`config.mk`:
```
export PLATFORM = sky130hd
export DESIGN_NAME = distance_ascii_reporter
export DESIGN_NICKNAME = d
export VERILOG_FILES = /design/src/rtl/distance_ascii_reporter.sv
export SDC_FILE = /design/constraint.sdc
export NUM_CORES = 1
export LEC_CHECK = 0
export CORE_UTILIZATION = 57
export CTS_CLUSTER_SIZE = 14
export DETAILED_ROUTE_END_ITERATION = 10
export PLACE_DENSITY = 0.81
export SYNTH_ARGS = -nofsm -noshare
export SYNTH_HDL_FRONTEND = slang
export SYNTH_SLANG_ARGS = --single-unit
```
`constraint.sdc`:
```
create_clock -name clk -period 2.63 [get_ports clk]
set_input_delay 0.526 -clock clk [delete_from_list [all_inputs] [get_ports clk]]
set_output_delay 0.526 -clock clk [all_outputs]
set_load 0.02 [all_outputs]
```
`src/rtl/distance_ascii_reporter.sv`:
```
// Multi-channel distance sampler that prints "<ch>:<digits>cm\r\n" per sample
// over a byte valid/ready stream, with per-channel near flags and overrun.
// Ports: clk, rst_n, dist_in/dist_valid (samples), tx_data/tx_valid/tx_ready
// (byte stream), near, overrun, overrun_clr, busy.
module distance_ascii_reporter #(
  parameter int NUM_CH         = 2,
  parameter int DIST_W         = 16,
  parameter int NUM_DIGITS     = 5,
  parameter int SUPPRESS_ZEROS = 1,
  parameter int NEAR_CM        = 20,
  parameter int FAR_CM         = 25
) (
  input  logic                     clk,
  input  logic                     rst_n,
  input  logic [NUM_CH*DIST_W-1:0] dist_in,
  input  logic [NUM_CH-1:0]        dist_valid,
  output logic [7:0]               tx_data,
  output logic                     tx_valid,
  input  logic                     tx_ready,
  output logic [NUM_CH-1:0]        near,
  output logic [NUM_CH-1:0]        overrun,
  input  logic                     overrun_clr,
  output logic                     busy
);

  localparam int CH_W  = (NUM_CH > 1) ? $clog2(NUM_CH) : 1;
  localparam int BCD_W = 4 * NUM_DIGITS;
  localparam int CNT_W = $clog2(DIST_W + 1);
  localparam int DIG_W = (NUM_DIGITS > 1) ? $clog2(NUM_DIGITS) : 1;

  function automatic logic [63:0] max_val(input int n);
    logic [63:0] p;
    p = 64'd1;
    for (int i = 0; i < n; i++) p = p * 64'd10;
    return p - 64'd1;
  endfunction

  localparam logic [63:0]       MAX_V  = max_val(NUM_DIGITS);
  localparam logic [DIST_W-1:0] NEAR_V = DIST_W'(NEAR_CM);
  localparam logic [DIST_W-1:0] FAR_V  = DIST_W'(FAR_CM);

  typedef enum logic [3:0] {
    S_IDLE, S_LOAD, S_CONV, S_ID, S_COLON,
    S_DIG, S_C, S_M, S_CR, S_LF
  } state_t;

  state_t              state, state_nx;
  logic [DIST_W-1:0]   sample_q [NUM_CH];
  logic [NUM_CH-1:0]   pending;
  logic [NUM_CH-1:0]   load_clr;
  logic [CH_W-1:0]     ch, grant;
  logic                any_pend;
  logic [DIST_W-1:0]   bin;
  logic [BCD_W-1:0]    bcd, bcd_adj;
  logic                sat;
  logic [CNT_W-1:0]    cnt;
  logic [DIG_W-1:0]    dig_idx, first_idx;
  logic [3:0]          cur_dig;

  assign any_pend = |pending;
  assign busy     = (state != S_IDLE);

  // Round-robin: search starts one past the last served channel.
  always_comb begin
    int   c;
    logic found;
    grant = ch;
    found = 1'b0;
    c     = 0;
    for (int i = 1; i <= NUM_CH; i++) begin
      c = int'(ch) + i;
      if (c >= NUM_CH) c = c - NUM_CH;
      if (!found && pending[c[CH_W-1:0]]) begin
        found = 1'b1;
        grant = CH_W'(c);
      end
    end
  end

  always_comb begin
    load_clr = '0;
    if (state == S_LOAD) load_clr[ch] = 1'b1;
  end

  always_comb begin
    bcd_adj = bcd;
    for (int d = 0; d < NUM_DIGITS; d++)
      if (bcd[4*d +: 4] >= 4'd5)
        bcd_adj[4*d +: 4] = bcd[4*d +: 4] + 4'd3;
  end

  // First printed digit: highest nonzero one, or the last digit.
  always_comb begin
    first_idx = '0;
    for (int d = 0; d < NUM_DIGITS; d++)
      if (bcd[4*d +: 4] != 4'd0) first_idx = DIG_W'(d);
    if (sat || SUPPRESS_ZEROS == 0)
      first_idx = DIG_W'(NUM_DIGITS - 1);
  end

  always_comb begin
    cur_dig = 4'd0;
    for (int d = 0; d < NUM_DIGITS; d++)
      if (DIG_W'(d) == dig_idx) cur_dig = bcd[4*d +: 4];
    if (sat) cur_dig = 4'd9;
  end

  always_comb begin
    state_nx = state;
    tx_valid = 1'b0;
    tx_data  = 8'h00;
    unique case (state)
      S_IDLE:  if (any_pend) state_nx = S_LOAD;
      S_LOAD:  state_nx = S_CONV;
      S_CONV:  if (cnt == CNT_W'(DIST_W - 1)) state_nx = S_ID;
      S_ID: begin
        tx_valid = 1'b1;
        tx_data  = 8'h30 + 8'(ch);
        if (tx_ready) state_nx = S_COLON;
      end
      S_COLON: begin
        tx_valid = 1'b1;
        tx_data  = 8'h3A;
        if (tx_ready) state_nx = S_DIG;
      end
      S_DIG: begin
        tx_valid = 1'b1;
        tx_data  = 8'h30 + {4'h0, cur_dig};
        if (tx_ready && dig_idx == '0) state_nx = S_C;
      end
      S_C: begin
        tx_valid = 1'b1;
        tx_data  = 8'h63;
        if (tx_ready) state_nx = S_M;
      end
      S_M: begin
        tx_valid = 1'b1;
        tx_data  = 8'h6D;
        if (tx_ready) state_nx = S_CR;
      end
      S_CR: begin
        tx_valid = 1'b1;
        tx_data  = 8'h0D;
        if (tx_ready) state_nx = S_LF;
      end
      S_LF: begin
        tx_valid = 1'b1;
        tx_data  = 8'h0A;
        if (tx_ready) state_nx = S_IDLE;
      end
      default: state_nx = S_IDLE;
    endcase
  end

  always_ff @(posedge clk or negedge rst_n) begin
    if (!rst_n) begin
      state   <= S_IDLE;
      ch      <= CH_W'(NUM_CH - 1);
      bin     <= '0;
      bcd     <= '0;
      sat     <= 1'b0;
      cnt     <= '0;
      dig_idx <= '0;
    end else begin
      state <= state_nx;
      case (state)
        S_IDLE:  if (any_pend) ch <= grant;
        S_LOAD: begin
          bin <= sample_q[ch];
          bcd <= '0;
          sat <= 64'(sample_q[ch]) > MAX_V;
          cnt <= '0;
        end
        S_CONV: begin
          bcd <= {bcd_adj[BCD_W-2:0], bin[DIST_W-1]};
          bin <= bin << 1;
          cnt <= cnt + CNT_W'(1);
        end
        S_COLON: if (tx_ready) dig_idx <= first_idx;
        S_DIG:
          if (tx_ready && dig_idx != '0)
            dig_idx <= dig_idx - DIG_W'(1);
        default: ;
      endcase
    end
  end

  // Capture side; a capture coinciding with LOAD of the same channel
  // re-arms pending without counting as an overrun.
  always_ff @(posedge clk or negedge rst_n) begin
    if (!rst_n) begin
      pending <= '0;
      overrun <= '0;
      near    <= '0;
      for (int k = 0; k < NUM_CH; k++) sample_q[k] <= '0;
    end else begin
      pending <= (pending & ~load_clr) | dist_valid;
      overrun <= (overrun & {NUM_CH{~overrun_clr}})
               | (dist_valid & pending & ~load_clr);
      for (int k = 0; k < NUM_CH; k++) begin
        if (dist_valid[k]) begin
          sample_q[k] <= dist_in[k*DIST_W +: DIST_W];
          if (dist_in[k*DIST_W +: DIST_W] <= NEAR_V)
            near[k] <= 1'b1;
          else if (dist_in[k*DIST_W +: DIST_W] >= FAR_V)
            near[k] <= 1'b0;
        end
      end
    end
  end

endmodule

```
==> flow_summary.toml, run 1 <==
[worst_setup_path]
reg2regPathDepth = 6
critical_path_class = "flip-flop to output pin"
startpoint_type = "flip-flop"
cp.required_ns = 2.10
cp-end-kind = "output pin"
crit_fanout = 7
crit_arrival_ns = 2.15

[timing]
layout_setup_ws_ns = -0.04461
worst_slew_pin_slew_ns = 0.5120
min_period_ns = 2.675
finalMaxSlewViolations = 0
finalCritPeriodShare = 1.017
setup_viol = 1
hold_viol = 0
fmaxAchievable_ghz = 0.3739
fin_skew_ns = 0.01207
maxSlewHeadroom = 0.6555
rsz0062_at_grt = "yes"

[logic_synthesis]
synth_edf_count = 0
syn_area_um2 = 4791
synthXorXnorAreaFrac = 0.01645
synth_cell_types = 54
yosys_warnings = 0
ys_seq_elements = 87
async_reset_ff_frac = 1.000
synth_top_family_by_area = "compound AO/OA/AOI/OAI gates"
synthCells = 482
synth-compound-area-share = 0.1648
synth_nets = 537
seq_area_frac_synth = 0.4547
synth_mux_area_frac = 0.1246
syn_avg_cell_area_um2 = 9.940
synth_ff_type = "dfrtp_1"
synthAdderAreaFrac = 0.04440
yosys.area_share.simple = 0.1442

[clock_network]
numCtsBuffers = 9
worstSkewPairLatency_ns = 0.36
hold_buffers = 0
htreeDepth = 3
cts_tree = "built"
path_clk_slew_ns = 0.09
cts.sinks = 87
cts_root_buf = "clkbuf_8"
clock_path_buffers = 2

[place]
placed_area_um2 = 5460
dp_cells = 630
hpwl_mm = 7.549
io_buffers = 50
place_congestion = 0.8958

[floorplanning]
die_y_um = 93.68
dieWidth_um = 93.68
die-area_um2 = 8776
pin_count = 52
coreArea_um2 = 8175
start_util = 0.5860
row_count = 33

[finish]
finalNonFillerCells = 649
ff_latch_area_um2 = 2181
utilization = 0.7003
area_delta_synth_final_pct = 19.51
drive_gt1_frac = 0.2059
layout_common_cells = "84 x dfrtp_1, 64 x nand2_1, 50 x o21ai_1"
nFillCells = 599
insertedDiodeCount = 0
fin_area_um2 = 5725
multi_input_comb_area_um2 = 2430
final_nets = 594
layout_commonest_cell = "dfrtp_1"

[grt]
grt_use_total = 0.2592
antenna_found_initial = 0
grt_pass1_vias = 3665
grtUsageMet2 = 0.4075
grt_max_degree = 57
globalRouteOverflowTotal = 0
grt_use_met3 = 0.05178
grt_pass1_wl_mm = 17.47
grt-busiest-layer = "met2"
met1_usage = 0.3532

[min_path]
min_path_type = "input pin to asynchronous set/reset pin"

[job]
maxCapViolations = 0

[run_status]
violations = "setup timing"
run_status = "finished, violations left"

[route]
drt_wl_total_mm = 10.56
drt_pass1_iterations = 4
ant_nets = 0
avgViaCountPerCell = 5.875
post_drt_wl_per_cell_um = 16.27
first_iter_violations = 276
drc = 0
vias = 3813

[power_and_ir_drop]
p_leak_uw = 0.002494
powerDensity_nw_per_um2 = 925.1
peakVddDrop_mv = 0.6077
## report_power, final
| group | internal, uW | switching [uW] |
|---|---|---|
| Clock | 358 | 509 |
| Combinational | 1110 | 1420 |
| Sequential | 1640 | 257 |
## synthesized netlist by cell type (2+ instances only)
cell type / n / area [um2]
a211o_1: 2 / 17.52
a21oi_1: 20 / 100.1
a221o_1: 6 / 60.06
a22o_1: 6 / 52.55
a31oi_1: 3 / 18.77
buf_1: 5 / 18.77
buf_2: 8 / 40.04
buf_4: 3 / 22.52
buf_6: 3 / 33.78
clkbuf_1: 10 / 37.54
dfrtp_1: 86 / 2152
ha_1: 17 / 212.7
inv_1: 22 / 82.58
mux2_2: 37 / 416.7
mux2i_1: 18 / 180.2
nand2_1: 64 / 240.2
nand2b_1: 11 / 68.82
nand3_1: 8 / 40.04
nand3b_1: 3 / 22.52
nor2_1: 12 / 45.04
nor2b_1: 7 / 43.79
nor3_1: 3 / 15.01
nor3_2: 6 / 60.06
nor3b_1: 2 / 15.01
nor4_1: 6 / 37.54
o211ai_1: 4 / 30.03
o21ai_0: 16 / 80.08
o21ai_1: 49 / 245.2
o22ai_1: 3 / 18.77
o31ai_1: 4 / 30.03
o31ai_2: 3 / 37.54
o32ai_1: 2 / 17.52
or2_2: 3 / 18.77
or3_1: 2 / 12.51
or3b_2: 2 / 17.52
xnor2_1: 5 / 43.79
xor2_1: 4 / 35.03
## metrics by stage
step           hold WS, ns  setup TNS [ns]  power (uW)  setup slack [ns]
6_report           0.08641        -0.04461        5297          -0.04461
5_1_grt             0.1135         -0.2938        5692           -0.1360
4_1_cts             0.1077        -0.05078        5232          -0.03707
3_5_place_dp        0.4535         -0.4517        4365           -0.1947
3_3_place_gp        0.4479         -0.2423        4283           -0.1131
2_1_floorplan       0.2304               0        3600            0.2749
## timing repair
item / in CTS / in global routing
setup endpoints to repair: 5 / 6
resized for setup: 30 / 12
setup buffers: 2 / 1
pin swaps: 0 / 10
## worst max-delay path: stages, from the launching register on
cell and delay [ns]:
dfrtp_1 0.40, inv_2 0.09, ha_4 0.19, nand3b_1 0.17, a221o_1 0.35, a221o_1 0.33
o311ai_2 0.09, buf_4 0.18
## cell families after synthesis
logic type      Yosys count
xor+xnor                  9
fa+ha+maj                17
compound gates          126
other cells               1
simple gates            135
flops                    87
mux                      55
buf+inv                  52
## sequential cells by signal, indices dropped and copies added, names as in the netlist
signal    cells
bin          16
overrun       2
near          2
pending       2
state         4
ch            1
cnt           5
bcd          20
sample_q     32
dig_idx       3
## layout make-up
type	instances	share of cell area
Tap cell	105	0.02295
Multi-Input combinational cell	343	0.4244
Timing Repair Buffer	76	0.1254
Sequential cell	87	0.3809
Inverter	22	0.01486
Clock buffer	10	0.02229
Clock inverter	6	0.009178
## path summary, 6_finish.rpt
check | start | end | slack, ns
max in group asynchronous | rst_n | state[0] | 1.86
min reg2reg | pending[0] | ch | 0.46
min | rst_n | bcd[7] | 0.09
max reg2reg | state[1] | bin[12] | 0.45
max | dig_idx[1] | tx_data[0] | -0.04
min in group clk | pending[0] | ch | 0.46
## layer usage
metal  part of all wire  routed length, um  vias up
li1                   -                  -     1821
met1               0.45               4744     1870
met2               0.49               5177      102
met3              0.042                445       20
met4              0.018                195        0
met5                  0                  0        -
Power figures use the tool's default switching activity.
==> run 2, diff against run 1 <==
--- a/config.mk
+++ b/config.mk
@@ -5,10 +5,12 @@
 export SDC_FILE = /design/constraint.sdc
 export NUM_CORES = 1
 export LEC_CHECK = 0
+export ABC_AREA = 1
 export CORE_UTILIZATION = 57
 export CTS_CLUSTER_SIZE = 14
 export DETAILED_ROUTE_END_ITERATION = 10
-export PLACE_DENSITY = 0.81
+export PLACE_DENSITY = 0.82
+export SKIP_CTS_REPAIR_TIMING = 1
 export SYNTH_ARGS = -nofsm -noshare
 export SYNTH_HDL_FRONTEND = slang
 export SYNTH_SLANG_ARGS = --single-unit
==> flow_summary.toml, run 2 <==
[run_status]
run_status = "complete, no violations"

[logic_synthesis]
synth_most_common_cell = "nand2_1"
synth_ff_type = "dfrtp_1"
syn_avg_cell_area_um2 = 7.531
synthCells = 627
synth_nets = 682
synth_edf_count = 0
seq_area_frac_synth = 0.4613
syn_area_um2 = 4722
synth_area_leaders = "dfrtp_1 46%, nand2_1 19%, inv_1 4.7%"
yosys-top-cells-count = "241 x nand2_1, 86 x dfrtp_1, 59 x inv_1, 50 x nor2_1, 44 x o21ai_0"
synth_top_area_frac = 0.4557
ys_seq_elements = 87
yosysTopAreaCell = "dfrtp_1"
async_reset_ff_frac = 1.000
yosys_warnings = 0
synth_cell_types = 37

[power_and_ir_drop]
p_comb_frac = 0.463
powerDensity_nw_per_um2 = 1030
total_power_uw = 5732
p_leak_uw = 0.002859
peakVddDrop_mv = 0.4492
p_seq_frac = 0.342
p_sw_uw = 2450
p_sw_frac = 0.4274
p_int_uw = 3283
p_clk_frac = 0.194

[clock_network]
clock_path_buffers = 2
cts.sinks = 87
cts_tree = "built"
cts_root_buf = "clkbuf_8"
numCtsBuffers = 9
htreeDepth = 3
worstSkewPairLatency_ns = 0.36
path_clk_slew_ns = 0.09

[route]
first_iter_violations = 260
drc = 0
ant_nets = 0
vias = 4202
drt_pass1_iterations = 7
drt_wl_total_mm = 10.73
post_drt_wl_per_cell_um = 13.66
avgViaCountPerCell = 5.346

[timing]
finalMaxSlewViolations = 0
tns_ns = 0
holdWs_ns = 0.02631
fmaxAchievable_ghz = 0.4048
fin_skew_ns = 0.005204
hold_viol = 0
setup_viol = 0
min_period_ns = 2.470
finalCritPeriodShare = 0.9392

[floorplanning]
coreArea_um2 = 7888
die-area_um2 = 8652
row_count = 32
die_y_um = 93.02
pin_count = 52
dieWidth_um = 93.02
start_util = 0.5987

[grt]
grt_use_total = 0.2744
globalRouteOverflowTotal = 0
grt_pass1_vias = 4194
grt_pass1_wl_mm = 18.87
grt_max_degree = 72
antenna_found_initial = 0

[job]
maxCapViolations = 0

[finish]
insertedDiodeCount = 0
final_nets = 734
layout_common_cells = "241 x nand2_1, 86 x dfrtp_1, 59 x inv_1"
regMostFlops = "sample_q"
drive_gt1_frac = 0.07018
largest_registers = "sample_q (32), bcd (20), bin (16)"
largest_register_ffs = 32
layout_commonest_cell = "nand2_1"
fin_area_um2 = 5564
area_delta_synth_final_pct = 17.83
finalNonFillerCells = 786
nFillCells = 632

[worst_setup_path]
cp.required_ns = 2.10
timing.reg2reg.setup_slack_ns = 0.84
crit_fanout = 5
crit_arrival_ns = 1.94
r2r_start = "state[3]"
critical_path_class = "flip-flop to output pin"
startpoint_type = "flip-flop"
cp-end-kind = "output pin"
worstSetupStartpoint = "dig_idx[1]"

[min_path]
min_path_type = "input pin to asynchronous set/reset pin"

[place]
dp_cells = 767
io_buffers = 50
placed_area_um2 = 5293
place_congestion = 0.8809
hpwl_mm = 7.545
run 2: changes by cell type after synthesis, sizes merged, moves of 16 or more:
cell   delta
o21ai    -16
mux2i    -18
nor2     +44
nand2   +185
nand3    +22
inv      +42
mux2     -37
run 2: power groups by stage:
stage	logic [uW]	registers [uW]	clock network [uW]
after floorplan	1980	1910	0
after global placement	2500	1960	0
after detailed placement	2600	1980	0
after CTS	2620	1950	1130
after global routing	3010	2010	1190
final	2660	1960	1110
run 2: cells by family (layout without fill, tap and decap cells):
family	after synthesis	in the layout	synth area share
fa+ha+maj	17	17	0.04504
simple gates	352	352	0.3129
xor+xnor	3	3	0.005565
other cells	1	1	0.0007942
buf+inv	82	139	0.07498
compound gates	85	85	0.09937
flops	87	87	0.4613
run 2: area by class of cell:
type	count	area [um2]	area share
Clock buffer	10	127.6	0.02294
Clock inverter	6	108.9	0.01956
Inverter	65	249.0	0.04475
Multi-Input combinational cell	458	2192	0.3940
Sequential cell	87	2178	0.3915
Tap cell	102	127.6	0.02294
Timing Repair Buffer	58	580.6	0.1043
run 2: critical path, stage by stage, from the launching register on:
cell and delay [ns]:
dfrtp_1 0.42, inv_1 0.11, ha_1 0.24, inv_1 0.07, nor2_2 0.15, nand2_1 0.09
nand3_1 0.08, nand2_1 0.05, nand2_1 0.06, nand2_1 0.04, nand2_1 0.05, dlymetal6s2s_1 0.21
run 2: worst paths after layout:
path                               end  depth (start not counted)
hold / removal                  bcd[3]                          1
max in group asynchronous  sample_q[7]                          2
setup / recovery            tx_data[3]                         11
hold reg to reg                 cnt[3]                          1
min in group clk                cnt[3]                          1
setup reg to reg                bin[3]                          7
run 2: routing by layer:
layer	share of wire	GRT usage	vias to the layer above
li1	-	-	2093
met1	0.44	0.3531	1982
met2	0.50	0.4810	116
met3	0.042	0.03984	11
met4	0.011	0.07949	0
met5	0	0	-
run 2: stage by stage:
stage,utilization,setup slack (ns)
2_1_floorplan,-,0.7836
3_3_place_gp,0.6710,0.2239
3_5_place_dp,0.6710,0.1325
4_1_cts,0.7010,-0.2712
5_1_grt,0.7054,-0.005583
6_report,0.7054,0.1598
